File: src/rtl/fifo_stream_buffer_pkg.sv
// Shared constants and elaboration helpers for the fifo_stream_buffer block.
//   WORD_W : data word width carried through the buffer
//   clog2  : ceiling log2, used to cross-check pointer width against depth
package fifo_stream_buffer_pkg;

   localparam int unsigned WORD_W = 32;

   // Smallest r such that 2**r >= v (v >= 1).
   function automatic int unsigned clog2(input int unsigned v);
      int unsigned r;
      r = 0;
      for (int i = 0; i < 32; i++) begin
         if ((32'd1 << i) < v) r = 32'(i + 1);
      end
      return r;
   endfunction

endpackage

File: src/rtl/fifo_stream_buffer_mem.sv
// DEPTH x WORD_W simple dual-port storage: synchronous write, asynchronous read.
//   clk    : write clock
//   we     : write enable
//   waddr  : write address
//   wdata  : write data
//   raddr  : read address
//   rdata  : read data (combinational from raddr)
// Contents are intentionally not reset.
module fifo_stream_buffer_mem
   import fifo_stream_buffer_pkg::*;
#(
   parameter int unsigned DEPTH = 16,
   parameter int unsigned AW    = 4
) (
   input  logic              clk,
   input  logic              we,
   input  logic [AW-1:0]     waddr,
   input  logic [WORD_W-1:0] wdata,
   input  logic [AW-1:0]     raddr,
   output logic [WORD_W-1:0] rdata
);

   logic [WORD_W-1:0] mem [DEPTH];

   // Write port
   always_ff @(posedge clk) begin
      if (we) mem[waddr] <= wdata;
   end

   // Read port
   assign rdata = mem[raddr];

endmodule

File: src/rtl/fifo_stream_buffer.sv
// Elastic first-word-fall-through buffer between the channel arbiter and the
// SRAM FIFO. Absorbs downstream stalls and reports occupancy status.
//   BUS_CLK, BUS_RST          : clock, asynchronous active-high reset
//   IN_EMPTY, IN_DATA, IN_READ: upstream FWFT pop interface
//   OUT_EMPTY, OUT_DATA, OUT_READ: downstream FWFT pop interface
//   FLUSH                     : synchronous clear of the contents
//   COUNT, NEAR_FULL, FULL    : registered occupancy status
// Optional build macro FIFO_STREAM_BUFFER_STATS_EN adds WORD_CNT, MAX_COUNT
// and STALL_CNT statistics outputs.
module fifo_stream_buffer
   import fifo_stream_buffer_pkg::*;
#(
   parameter int unsigned DEPTH         = 16,
   parameter int unsigned AW            = 4,
   parameter int unsigned NEAR_FULL_LVL = 12
) (
   input  logic              BUS_CLK,
   input  logic              BUS_RST,
   input  logic              IN_EMPTY,
   input  logic [WORD_W-1:0] IN_DATA,
   output logic              IN_READ,
   output logic              OUT_EMPTY,
   output logic [WORD_W-1:0] OUT_DATA,
   input  logic              OUT_READ,
   input  logic              FLUSH,
   output logic [AW:0]       COUNT,
   output logic              NEAR_FULL,
`ifdef FIFO_STREAM_BUFFER_STATS_EN
   output logic [31:0]       WORD_CNT,
   output logic [AW:0]       MAX_COUNT,
   output logic [15:0]       STALL_CNT,
`endif
   output logic              FULL
);

   localparam int unsigned CW = AW + 1;

   // Elaboration-time parameter sanity checks
   if (AW != clog2(DEPTH) || DEPTH < 4 || DEPTH > 256 || (32'd1 << AW) != DEPTH) begin : g_bad_depth
      $error("fifo_stream_buffer: DEPTH must be a power of two in 4..256 and AW == log2(DEPTH)");
   end
   if (NEAR_FULL_LVL >= DEPTH) begin : g_bad_lvl
      $error("fifo_stream_buffer: NEAR_FULL_LVL must be below DEPTH");
   end

   logic [AW-1:0]     wr_ptr_q, wr_ptr_d;
   logic [AW-1:0]     rd_ptr_q, rd_ptr_d;
   logic [AW:0]       count_q, count_d;
   logic              empty_q, empty_d;
   logic              full_q, full_d;
   logic              near_full_q, near_full_d;
   logic              push_c, pop_c;
   logic [WORD_W-1:0] rd_data_c;

   // Upstream pop uses only registered FULL, so OUT_READ never reaches IN_READ.
   assign push_c  = !IN_EMPTY && !full_q && !FLUSH && !BUS_RST;
   assign pop_c   = OUT_READ && !empty_q && !FLUSH;
   assign IN_READ = push_c;

   fifo_stream_buffer_mem #(
      .DEPTH (DEPTH),
      .AW    (AW)
   ) u_mem (
      .clk   (BUS_CLK),
      .we    (push_c),
      .waddr (wr_ptr_q),
      .wdata (IN_DATA),
      .raddr (rd_ptr_q),
      .rdata (rd_data_c)
   );

   // Pointer, occupancy and flag next-state; FLUSH overrides push and pop.
   always_comb begin
      wr_ptr_d = wr_ptr_q;
      rd_ptr_d = rd_ptr_q;
      count_d  = count_q;
      if (FLUSH) begin
         wr_ptr_d = '0;
         rd_ptr_d = '0;
         count_d  = '0;
      end else begin
         if (push_c) wr_ptr_d = wr_ptr_q + AW'(1);
         if (pop_c)  rd_ptr_d = rd_ptr_q + AW'(1);
         count_d = count_q + CW'(push_c) - CW'(pop_c);
      end
      empty_d     = (count_d == '0);
      full_d      = (count_d == CW'(DEPTH));
      near_full_d = (count_d >= CW'(NEAR_FULL_LVL));
   end

   always_ff @(posedge BUS_CLK or posedge BUS_RST) begin
      if (BUS_RST) begin
         wr_ptr_q    <= '0;
         rd_ptr_q    <= '0;
         count_q     <= '0;
         empty_q     <= 1'b1;
         full_q      <= 1'b0;
         near_full_q <= 1'b0;
      end else begin
         wr_ptr_q    <= wr_ptr_d;
         rd_ptr_q    <= rd_ptr_d;
         count_q     <= count_d;
         empty_q     <= empty_d;
         full_q      <= full_d;
         near_full_q <= near_full_d;
      end
   end

   // Head word is masked while empty so stale/unreset memory never shows.
   assign OUT_DATA  = empty_q ? '0 : rd_data_c;
   assign OUT_EMPTY = empty_q;
   assign COUNT     = count_q;
   assign FULL      = full_q;
   assign NEAR_FULL = near_full_q;

`ifdef FIFO_STREAM_BUFFER_STATS_EN
   logic [31:0] word_cnt_q, word_cnt_d;
   logic [AW:0] max_count_q, max_count_d;
   logic [15:0] stall_cnt_q, stall_cnt_d;

   // Statistics: pop total, occupancy high-watermark, saturating stall cycles.
   always_comb begin
      word_cnt_d  = word_cnt_q;
      max_count_d = max_count_q;
      stall_cnt_d = stall_cnt_q;
      if (FLUSH) begin
         word_cnt_d  = '0;
         max_count_d = '0;
      end else begin
         if (pop_c) word_cnt_d = word_cnt_q + 32'd1;
         if (count_d > max_count_q) max_count_d = count_d;
      end
      if (!IN_EMPTY && full_q && stall_cnt_q != 16'hFFFF) stall_cnt_d = stall_cnt_q + 16'd1;
   end

   always_ff @(posedge BUS_CLK or posedge BUS_RST) begin
      if (BUS_RST) begin
         word_cnt_q  <= '0;
         max_count_q <= '0;
         stall_cnt_q <= '0;
      end else begin
         word_cnt_q  <= word_cnt_d;
         max_count_q <= max_count_d;
         stall_cnt_q <= stall_cnt_d;
      end
   end

   assign WORD_CNT  = word_cnt_q;
   assign MAX_COUNT = max_count_q;
   assign STALL_CNT = stall_cnt_q;
`endif

endmodule

File: config.mk
export PLATFORM = sky130hd
export DESIGN_NAME = fifo_stream_buffer
export DESIGN_NICKNAME = d
export VERILOG_FILES = /design/src/rtl/fifo_stream_buffer_pkg.sv /design/src/rtl/fifo_stream_buffer_mem.sv /design/src/rtl/fifo_stream_buffer.sv
export SDC_FILE = /design/constraint.sdc
export NUM_CORES = 1
export LEC_CHECK = 0
export ABC_AREA = 1
export CAP_MARGIN = 5
export CORE_ASPECT_RATIO = 1.1
export CORE_MARGIN = 5
export CORE_UTILIZATION = 52
export CTS_CLUSTER_SIZE = 24
export DETAILED_ROUTE_END_ITERATION = 7
export GPL_TIMING_DRIVEN = 0
export PLACE_DENSITY_LB_ADDON = 0.08
export SLEW_MARGIN = 5
export SYNTH_ARGS = -nofsm -noshare
export SYNTH_HDL_FRONTEND = slang
export SYNTH_SLANG_ARGS = --single-unit
File: constraint.sdc
create_clock -name BUS_CLK -period 3 [get_ports BUS_CLK]
set_input_delay 0.6 -clock BUS_CLK [delete_from_list [all_inputs] [get_ports BUS_CLK]]
set_output_delay 0.6 -clock BUS_CLK [all_outputs]
set_load 0.02 [all_outputs]
[Word level (Yosys, flattened, before mapping)]
Memories as Yosys holds them, arrays and structs flattened.
Index checks and enable logic that the tools add are counted.
Cells by class
  add/sub/neg operators: 4
  order comparisons: 1
  equality and inequality tests: 1
  reductions and logical operators: 13
  muxes and demuxes: 8
Operators with widths (number)
  $mux 32: 1
  $mux 4: 4
  $add 4x1->4 const B: 2
  $add 5x1->5: 1
  $eq 5x5->1 const B: 1
  $ge 5x4->1 const B: 1
  $logic_and 1x1->1: 5
  $logic_not 1->1: 5
  $logic_not 5->1: 1
  $mux 5: 1
  $sub 5x1->5: 1
  $reduce_bool 2->1: 2
  $mux 1: 2
Storage, ports and cells
  memory bits (writable): 512
  logic and storage cells: 34
  memories kept: 1
  register bits: 16
  output and inout port bits: 41
Memory list
  u_mem.mem: depth 16, width 32, read ports 1, clocked after memory_dff 0, wr ports 1, line fifo_stream_buffer_mem.sv:23  | logic [WORD_W-1:0] mem [DEPTH];

[Logic depth before layout (Yosys ltp)]
Gate-level depths: netlist of run 1.
  depth in word-level cells: 8
  gate-level depth with buffers: 17

[Cells and area by module]
A second synthesis of run 1 with hierarchy kept.
Second synthesis, totals
  cell total of the unflattened synthesis: 2270
  area, all modules: 23299.8 um^2
By module, submodules not included
  fifo_stream_buffer_mem: times used 1, area an instance 22089.9 um^2, cells each 2088
  fifo_stream_buffer: times used 1, area an instance 1209.9 um^2, cells each 182

[Least setup slack after synthesis of run 1]
OpenSTA, ideal clock, no wires.
  path type: input to register
  start point: in BUS_RST
  end point: mem u_mem.mem[0][0] (enable)
  data required time: 2.579 ns
  arrival time: 2.974 ns
  path buffers: 0
  stages on the path: 5
  slack: -0.395 ns
  library setup time: 0.421 ns
  cells stage by stage: inv_1 > nand3_1 > inv_1 > nand2_1 > nor2_1
On the way
  word-level cells in the longest chain between the ends: 4
Ends and longest elaborated chain
  from (decl): line fifo_stream_buffer.sv:18  | input logic BUS_RST,
  $logic_not 1->1 (no line)
  $logic_and 1x1->1: line fifo_stream_buffer.sv:56  | assign push_c = !IN_EMPTY && !full_q && !FLUSH && !BUS_RST;
  named net IN_READ: line fifo_stream_buffer.sv:21  | output logic IN_READ,
  $mux 1: line fifo_stream_buffer_mem.sv:27  | if (we) mem[waddr] <= wdata;
  $mux 1 (not written as such): line fifo_stream_buffer_mem.sv:27
  to (decl): line fifo_stream_buffer_mem.sv:23
The timed path passes the listed nets, and every way through them passes these cells.

[Worst setup path after layout of run 1]
  start point: reg rd_ptr_q[0]
  end point: out OUT_DATA[21]
On the way
  word-level cells in the longest chain between the ends: 2
Ends and longest elaborated chain
  from (decl): line fifo_stream_buffer.sv:47  | logic [AW-1:0] rd_ptr_q, rd_ptr_d;
  from (signal assigned): line fifo_stream_buffer.sv:101  | rd_ptr_q <= rd_ptr_d;
  $mem_v2 16x32
  $mux 32: line fifo_stream_buffer.sv:110  | assign OUT_DATA = empty_q ? '0 : rd_data_c;
  to (decl): line fifo_stream_buffer.sv:23  | output logic [WORD_W-1:0] OUT_DATA,
Every way passes these cells.

==> metrics.txt, run 1 <==
htree depth 2; DR vias 16060; Core Area 43140 µm²; Cell variety after synth 25; Rel. slew slack 40.80%; clock insertion delay at the later pin of the skew report 610 ps; share of cells above drive strength 1 13.83%; Leak Pwr around 11 nW; CP cell instances buf_12 -> clkinv_16 -> clkbuf_16 -> buf_12 -> nand2_1 -> nand3_1 -> nand3_1 -> nand3_1 -> a21oi_1 -> buf_4; Port Buffers 77; status complete, no violations; PD cells 718.2 nW/µm²; Final Critical Period 2973 ps; Synth Net Count 2177; Post-route DRC 0; sequential share of power 41.9%; CP max stage cell dfrtp_1; Min-Delay Path Class in2async; Final Hold Fails 0; final antenna-violating net count 0; synth-to-layout area growth 21.10%; final wirelength 69120 µm; sequential element share of the synthesized area 69.98%; 1st-pass router iterations 7; Final Max Tran Viols 0; Non-Filler Instances a little under 3000; Logic pwr share 23.8%; Avg WL per Cell 23.81 µm; YS warnings 0; internal power between 0.01 and 0.015 W; final setup fails 0; crit-path max cell delay 390 ps; Worst Setup Path Type reg2out; GRT Residual Overflow 0; chip height 228.4 µm; GP Congestion 0.8177; Final nets between 2000 and 2500; Synth Area per Inst 10.59 µm²; buffer and inverter count on the worst path 5; worst-path fanout max 8; Rows 80; first-pass GRT wire length 98230 µm; CTS Sinks roughly 530; synthesized cell area ~23000 µm²; CP delay by family, top buffers and inverters; HPWL after DPL 43170 µm; placed cell count 2798; clock tree from TritonCTS built; initial antenna violation count 0; clock power share 34.3%; vias per std cell 5.530; largest net degree at the start of global routing 22; Yosys reg bits 528; Slew @ Worst Pin 888.1 ps; CTS Root Cell clkbuf_16; die footprint 47630 µm²; TritonCTS Buffers 53; VDD IR-drop max 610.0 µV; I/O pin count 78; Worst Skew 15.84 ps; CTS clk-pin slew, worst paths roughly 60 ps; most used cell, CP nand3_1; Initial Util 52.26%; Sw Pwr about 0.0058 W; maximum clock rate 0.3364 GHz; number of global-route vias before repair 15430; RSZ-0062 raised after global routing yes; Die X around 210 µm; Post-CTS Hold Buffers 0; utilization after layout a little over three fifths; worst path required time 2400 ps; CP startpoint kind register; 1st-iter DRT viols about 1700; total negative setup slack 0 ps; Clock Tree Buf Depth 3; GRT Util Overall 27.96%; Max Cap Violations 0; crit end category primary output; Tcrit/Tclk final 99.10%; # diodes 0; Post-Syn Instances 2129; Critical Path AT roughly 2400 ps; switching share of power 29.78%
==> logic make-up after synthesis <==
family	share of synthesized area, %
AOI/OAI and AO/OA	1.021
xor gates and xnor gates	0.03885
adders and majority gates	0.6438
buffers and inverters	7.314
DFF	69.98
and+or+nand+nor	21.01
==> sequential cells by signal, summed over array words and instances (netlist names) <==
register   cells
NEAR_FULL      1
COUNT          5
FULL           1
rd_ptr_q       4
u_mem.mem    512
OUT_EMPTY      1
wr_ptr_q       4
==> power by group through the flow <==
stage	combinational, W	clock, W	sequential, W
4_1_cts	0.00411	0.00678	0.00824
3_3_place_gp	0.00397	0	0.00837
2_1_floorplan	0.00219	0	0.00842
5_1_grt	0.00496	0.00711	0.00823
3_5_place_dp	0.00403	0	0.00837
6_report	0.00467	0.00672	0.00822
==> cells in the mapped netlist <==
master / instances / area (µm²)
a211oi_1: 1 / 7.510
a21oi_1: 37 / 185.2
buf_1: 11 / 41.29
buf_2: 50 / 250.2
buf_4: 19 / 142.6
buf_6: 3 / 33.78
buf_8: 1 / 15.01
clkbuf_1: 26 / 97.59
clkinv_1: 1 / 3.750
dfrtp_1: 15 / 375.4
dfstp_2: 1 / 26.28
edfxtp_1: 512 / 15370
fa_1: 1 / 20.02
ha_1: 10 / 125.1
inv_1: 282 / 1059
inv_4: 1 / 6.260
nand2_1: 791 / 2969
nand3_1: 326 / 1632
nand4_1: 1 / 6.260
nor2_1: 30 / 112.6
nor3_2: 1 / 10.01
nor4_1: 1 / 6.260
o21ai_0: 6 / 30.03
o21bai_1: 1 / 7.510
xor2_1: 1 / 8.760
==> routing by layer <==
layer	GRT usage [%]	vias up	wire [µm]
li1	-	7296	-
met1	37.99	7768	26970
met2	45.59	822	32940
met3	4.420	169	6206
met4	11.32	0	3003
met5	0	-	0
==> worst paths after layout <==
path / depth (start not counted) / from / to / slack, ps
setup / recovery: 10 / rd_ptr_q[0]$_DFFE_PP0P_ / OUT_DATA[21] / 30
hold / removal: 3 / BUS_RST / rd_ptr_q[3]$_DFFE_PP0P_ / 430
hold reg to reg: 2 / wr_ptr_q[3]$_DFFE_PP0P_ / wr_ptr_q[3]$_DFFE_PP0P_ / 650
setup reg to reg: 14 / OUT_EMPTY$_DFF_PP1_ / NEAR_FULL$_DFF_PP0_ / 360
max in group asynchronous: 3 / BUS_RST / OUT_EMPTY$_DFF_PP1_ / 2310
min in group BUS_CLK: 2 / FLUSH / rd_ptr_q[1]$_DFFE_PP0P_ / 600
==> worst min-delay path, stage by stage <==
cell,delay [ps]
clkdlybuf4s50_1,440
clkinvlp_4,110
buf_4,260
==> cells in the final DEF, fill, tap and decap left out, types with 11 or more instances in the layout <==
cell             netlist  routed
nor2_1                30      13
clkbuf_1              26      12
buf_4                 19      44
a21oi_2                0      22
buf_16                 0      11
buf_6                  3      37
nor2_4                 0      16
clkinv_2               0      11
dfrtp_1               15      15
nand2_1              791     791
clkdlybuf4s50_1        0      44
inv_1                282     281
a21oi_1               37      12
clkbuf_4               0      11
nand3_2                0      28
buf_8                  1      11
nand3_1              326     297
buf_12                 0      18
edfxtp_1             512     512
clkbuf_2               0      17
clkbuf_16              0      62
==> metrics by stage <==
step | area [µm²] | total power, W | worst slack (ps) | hold slack, ps
after floorplan | 22560 | 0.01060 | -395.0 | 521.3
after global placement | 24040 | 0.01234 | -3051 | 616.6
after detailed placement | 24580 | 0.01240 | -790.3 | 647.1
after CTS | 26610 | 0.01913 | -69.12 | 424.8
after global routing | 27300 | 0.02030 | -39.28 | 440.6
final | 27300 | 0.01961 | 26.99 | 431.7
==> final cells by class <==
cell class | count | area [µm²]
well taps | 574 | 718.2
fillers | 3348 | 15840
flip-flops and latches | 528 | 15780
inverters | 284 | 1097
clock buffers | 70 | 1473
plain buffers | 109 | 1065
multi-input cells | 1207 | 5512
clock inverters | 26 | 280.3
repair buffers | 105 | 1381
==> repair_timing <==
item	in CTS	in global routing
setup endpoints to repair	225	36
pin swaps	3	29
buffers inserted	1	1
gates cloned	1	7
resized for setup	286	141
(Power assumes the default switching activity.)
==> run 2, diff against run 1 <==
--- a/config.mk
+++ b/config.mk
@@ -8,7 +8,6 @@
 export ABC_AREA = 1
 export CAP_MARGIN = 5
 export CORE_ASPECT_RATIO = 1.1
-export CORE_MARGIN = 5
 export CORE_UTILIZATION = 52
 export CTS_CLUSTER_SIZE = 24
 export DETAILED_ROUTE_END_ITERATION = 7
@@ -18,3 +17,4 @@
 export SYNTH_ARGS = -nofsm -noshare
 export SYNTH_HDL_FRONTEND = slang
 export SYNTH_SLANG_ARGS = --single-unit
+export TNS_END_PERCENT = 50
==> constraint.sdc (replaced) <==
create_clock -name BUS_CLK -period 3 [get_ports BUS_CLK]
set_input_delay 0.6 -clock BUS_CLK [delete_from_list [all_inputs] [get_ports BUS_CLK]]
set_output_delay 0.6 -clock BUS_CLK [all_outputs]
set_load 0.1 [all_outputs]
==> run 2 against run 1 <==
Effect of this change: the run now ends with setup timing left; power up 11%; critical path depth up 2; cell count up 0.14%; non-clock buffer count up 5; combinational power up 46%; worst hold slack worse by 2.7 ps; sequential cell count unchanged; worst setup slack worse by 88 ps.
==> metrics.txt, run 2 (same netlist as run 1, synthesis figures left out) <==
Clock Tree Buf Depth 3 (unchanged); internal power 0.01418 W (+3.0%); DR vias 16200 (+0.90%); GRT Util Overall 32.06% (+4.1 points); clock tree from TritonCTS built; final wirelength 70160 µm (+1.5%); Sw Pwr 0.007489 W (+28%); CP max stage cell dfrtp_1; Leak Pwr 11.49 nW (+1.7%); HPWL after DPL 40560 µm (-6.0%); Worst Setup Path Type reg2out; Critical Path AT 2460 ps (+90 ps); Post-route DRC 0 (unchanged); status finished, violations left; Min-Delay Path Class in2async; most common cell after layout, fill and taps aside nand2_1; crit end category primary output; GRT Residual Overflow 0 (unchanged); Post-CTS Hold Buffers 0 (unchanged); Max Cap Violations 0 (unchanged); CTS Sinks 528 (unchanged); fin area 27930 µm² (+2.3%); 1st-pass router iterations 6 (-1); PD cells 775.9 nW/µm² (+8.0%); maximum clock rate 0.3267 GHz (-2.9%); placed cell count 2781 (-0.61%); crit-path max cell delay 390 ps (about the same); Die X 200.5 µm (-3.8%); Final Critical Period 3061 ps (+88.25 ps); Pwr Total 0.02167 W (+11%); footprint of the multi-input gates 5988 µm² (+8.6%); I/O pin count 78 (unchanged); CTS Root Cell clkbuf_16; Rows 79 (-1.3%); buffer and inverter count on the worst path 6 (+1); TritonCTS Buffers 52 (-1.9%); Final Hold Fails 0 (unchanged); CTS clk-pin slew, worst paths 60 ps (about the same); Initial Util 53.04% (+0.78 points); Final Max Tran Viols 0 (unchanged); Min Hold Slack 429.0 ps (-2.673 ps); first-pass GRT wire length 100600 µm (+2.4%); layout filler cell count 3206 (-4.2%); sequential share of power 37.9% (-4.0 points); final antenna-violating net count 0 (unchanged); initial antenna violation count 0 (unchanged); Non-Filler Instances 2907 (+0.14%); VDD IR-drop max 968.2 µV (+59%); final setup fails 23 (+23); Rel. slew slack 16.15% (-25 points); total negative setup slack -475.3 ps (-475.3 ps); most frequent cells in the layout 765 x nand2_1, 512 x edfxtp_1, 279 x inv_1; share of cells above drive strength 1 17.57% (+3.7 points); Biggest register u_mem.mem; largest net degree at the start of global routing 33 (+50%); die footprint 44190 µm² (-7.2%); switching share of power 34.55% (+4.8 points); r2r setup slk 170 ps (-190 ps); number of global-route vias before repair 15500 (+0.48%); RSZ-0062 raised after global routing yes; worst-path fanout max 7 (-1); CP startpoint kind register; final worst setup slack -61.25 ps (-88.25 ps); Port Buffers 77 (unchanged); Register Area 15780 µm² (unchanged); violated checks setup timing; Tcrit/Tclk final 102.0% (+2.9 points); vias per std cell 5.573 (+0.76%); clock power share 30.7% (-3.6 points); clock insertion delay at the later pin of the skew report 600 ps (about the same); worst path required time 2400 ps (about the same); Core Area 42500 µm² (-1.5%); synth-to-layout area growth 23.90%; htree depth 2 (unchanged); 1st-iter DRT viols 1814 (+4.4%); Worst Skew 12.82 ps (-3.019 ps); Slew @ Worst Pin 1255 ps (+366.8 ps); chip height 220.4 µm (-3.5%); CP delay by family, top buffers and inverters; Final nets 2343 (+0.30%); Largest register FFs 512 (unchanged); GP Congestion 0.8260 (+1.0%); Logic pwr share 31.4% (+7.6 points); CP cell instances buf_6 -> inv_8 -> buf_12 -> buf_16 -> buf_12 -> nand2_1 -> nand2_1 -> nand2_1 -> nand3_2 -> nand3_1 -> a21oi_2 -> buf_12; Avg WL per Cell 24.13 µm (+1.4%); Area after DPL 24320 µm² (-1.0%)
run 2: cell count changes in the layout (fill, tap and decap cells not counted), sizes merged, moves of 3 or more:
cell and change:
clkbuf -12, clkinv +5, buf +12, nor2 +3
run 2: worst reg2reg max path, stage by stage, from the launching register on:
cell,delay [ps]
dfstp_2,540
clkbuf_4,230
nor2_2,100
inv_1,180
nor2_1,90
ha_1,290
inv_1,60
ha_1,150
inv_1,60
fa_1,380
inv_1,80
nand2_1,80
a21oi_2,150
nor2_1,60
nand2_1,70
nand2_1,60
nor2_1,130
nor2_1,60
run 2: final cells by class:
class	instances	area share (%)
multi-input cells	1210	21.44
diodes	1	0.008959
flip-flops and latches	528	56.48
clock inverters	34	1.227
plain buffers	109	3.669
inverters	284	3.875
well taps	567	2.540
clock buffers	64	4.932
repair buffers	110	5.832
run 2: metal layers:
metal | track usage [%] | wire, µm | vias up
met5 | 0 | 0 | -
met4 | 13.31 | 2765 | 0
met3 | 6.318 | 6569 | 155
met2 | 53.68 | 34110 | 846
met1 | 41.26 | 26710 | 7873
li1 | - | - | 7326
run 2: worst paths after layout:
path                                           endpoint  depth (start not counted)                    start
worst max-delay path                       OUT_DATA[17]                         12  rd_ptr_q[0]$_DFFE_PP0P_
worst min-delay path            rd_ptr_q[0]$_DFFE_PP0P_                          3                  BUS_RST
worst max register to register      OUT_EMPTY$_DFF_PP1_                         17      OUT_EMPTY$_DFF_PP1_
worst min register to register  wr_ptr_q[2]$_DFFE_PP0P_                          2  wr_ptr_q[2]$_DFFE_PP0P_
max in group asynchronous           OUT_EMPTY$_DFF_PP1_                          3                  BUS_RST
min in group BUS_CLK            rd_ptr_q[1]$_DFFE_PP0P_                          2                    FLUSH
run 2: power by group through the flow:
stage | Clock [W] | Sequential (W) | Combinational (W)
after floorplan | 0 | 0.00865 | 0.00336
after global placement | 0 | 0.00837 | 0.00535
after detailed placement | 0 | 0.00838 | 0.00541
after CTS | 0.00670 | 0.00822 | 0.00632
after global routing | 0.00697 | 0.00823 | 0.00712
final | 0.00665 | 0.00822 | 0.00681
run 2: repair_timing:
item / in CTS / in global routing
endpoints found under the setup margin: 347 / 36
gates cloned: 6 / 3
gates resized for setup: 504 / 131
pin swaps: 36 / 48
setup buffers: 17 / 0
run 2: per-stage QoR:
stage | util (%) | setup slack (ps)
after floorplan | - | -258.6
after global placement | 56.75 | -3040
after detailed placement | 57.23 | -1016
after CTS | 64.09 | -106.9
after global routing | 65.71 | -177.2
final | 65.72 | -61.25
==> edit (settings of run 1) <==
Build with the macro `FIFO_STREAM_BUFFER_STATS_EN` defined.
--- a/src/rtl/fifo_stream_buffer.sv
+++ b/src/rtl/fifo_stream_buffer.sv
@@ -9,2 +9,4 @@
 // and STALL_CNT statistics outputs.
+`define FIFO_STREAM_BUFFER_STATS_EN
+
 module fifo_stream_buffer
Behaviour (old outputs only; new: MAX_COUNT, STALL_CNT and WORD_CNT): unchanged (Yosys induction, for registers that start in step).
==> edit against run 1 <==
The run now ends with negative setup slack left. Worst setup slack got worse by 0.28 ns. Area after synthesis rose by 4.2%. Sequential cell count rose by 53. Hold slack got worse by 0.11 ns. Design area rose by 12%. Wire length rose by 15%. First-iteration DRC count rose by 56%. Clock skew fell by 0.0060 ns. Critical path type unchanged. Power rose by 17%.
==> edit: results (changes against run 1) <==
----------------------------------------------------
[Place]
  Placer congestion estimate ... 0.834 (+2.0%)
  # placed instances ... 2568 (-8.2%)
  Placed Area ... 26000 sq um (+6.0%)
  DPL Wire Length ... 45400 microns (+5.2%)

[Final layout]
  ClkCell Share ... 5.90% (-0.53 points)
  Fillcell total ... 3057 (-8.7%)
  Fraction of standard cell area in multi-input logic ... 20.9% (+0.76 points)
  Non-clock inverter count ... 86 (-70%)
  Number of clock buffer instances in the layout ... 70 (unchanged)
  Layout cells sized above 1 ... 22.8% (+8.9 points)
  Area used by sequential logic in the layout ... 17100 sq um (+8.4%)
  Multi-input gates ... 1061 (-12%)
  Number of signal-net buffers in the layout ... 324 (+51%)
  Layout Nets ... 2166 (-7.3%)
  Count of non-filler cells in the finished layout ... 2735 (-5.8%)
  Final Instance Area ... 30700 sq um (+12%)
  Count of antenna diodes in the layout ... 2 (+2)
  Non-Clock Buffer Area Fraction ... 13.9% (+4.9 points)

[Clock tree]
  Skew-Pair Late Insertion Delay ... 0.63 ns (+0.02 ns)
  TritonCTS Buffers ... 58 (+9.4%)

[Logic synthesis]
  Share of synthesized registers carrying an async set or reset ... 11.9% (+8.8 points)
  Number of distinct standard cells referenced by the synthesized netlist ... 44 (+76%)
  Synthesized area per cell ... 12.8 sq um (+21%)
  Leading cell types by total area after synthesis ... edfxtp_1, dfrtp_1, o21ai_0
  Sequential fraction of the synthesis area ... 72.8% (+2.9 points)
  FF+latch count, synth ... 581 (+10%)
  Syn nets ... 1894 (-13%)
  Most common library cells after synthesis ... edfxtp_1, nor2_1, o21ai_0

[Detailed routing]
  Number of iterations in the first detailed-routing pass ... 5 (-2)
  Average wire per standard cell ... 29.0 microns (+22%)
  DR iter-0 viols ... 2713 (+56%)
  Drt via density ... 6.46 (+17%)

[Timing]
  Final WS setup ... -0.254 ns (-0.281 ns)
  Final clock skew ... 0.00981 ns (-0.00603 ns)
  Max_slew headroom ... 40.4% (-0.40 points)
  Setup TNS ... -5.22 ns (-5.22 ns)
  Number of setup violations in the final report ... 37 (+37)

[Run status]
  Run status ... finished with violations
  Failing checks ... negative setup slack

[Critical path]
  Data arrival time at the worst-slack endpoint ... 2.65 ns (+0.28 ns)

[GRT]
  Via count of the first global-routing pass ... 17400 (+13%)
  First-pass GRT wire length ... 114000 microns (+16%)
  Largest net degree at the start of global routing ... 61 (+180%)

[Pwr]
  VDD IR-drop max ... 0.433 mV (-29%)

----------------------------------------------------
## edit: critical path: stages, from the launching register on
cell      delay, ns
dfrtp_2        0.49
buf_12         0.19
inv_16         0.08
buf_16         0.13
buf_12         0.14
buf_12         0.15
nor2_1         0.06
o221ai_2       0.18
o211ai_1       0.17
a21oi_2        0.27
buf_6          0.16
## edit: timing repair
item | 4_1_cts | 5_1_grt
buffers inserted | 33 | 10
pin swaps | 104 | 103
cloned | 26 | 5
gates resized for setup | 634 | 125
setup endpoints to repair | 78 | 37
## edit: power breakdown
| part | leakage [nW] | internal (mW) | switching [mW] | total (mW) |
|---|---|---|---|---|
| sequential | 5.53 | 8.95 | 0.133 | 9.09 |
| combinational | 4.15 | 2.84 | 3.92 | 6.76 |
| clock | 0.887 | 4.04 | 3.08 | 7.12 |
## edit: routing by layer
layer	part of all wire (%)	up-vias	track usage [%]	wire length, microns
li1	-	7400	-	-
met2	46	1306	49.8	36600
met4	5.9	0	15.5	4670
met3	12	302	7.43	9550
met5	0	-	0	0
met1	36	8650	41.4	28500
## edit: logic make-up after synthesis
kind of cell	Yosys count	share of synthesized area, %
AO/OA/AOI/OAI	516	13.2
XOR/XNOR	19	0.709
adder cells (fa/ha/maj)	17	0.938
buffers and inverters	198	3.31
flip-flops	581	72.8
AND/OR/NAND/NOR	509	9.06
## edit: path summary, 6_finish.rpt
check                                    from       endpoint  slack (ns)  depth (start not counted)
worst max-delay path              rd_ptr_q[0]   OUT_DATA[16]       -0.25                         10
worst min-delay path                  BUS_RST  STALL_CNT[11]        0.32                          2
worst max register to register      OUT_EMPTY   MAX_COUNT[3]       -0.08                         21
worst min register to register  STALL_CNT[15]  STALL_CNT[15]        0.49                          1
max in group asynchronous             BUS_RST      OUT_EMPTY        2.11                          3
min in group BUS_CLK                    FLUSH       COUNT[1]        0.36                          2
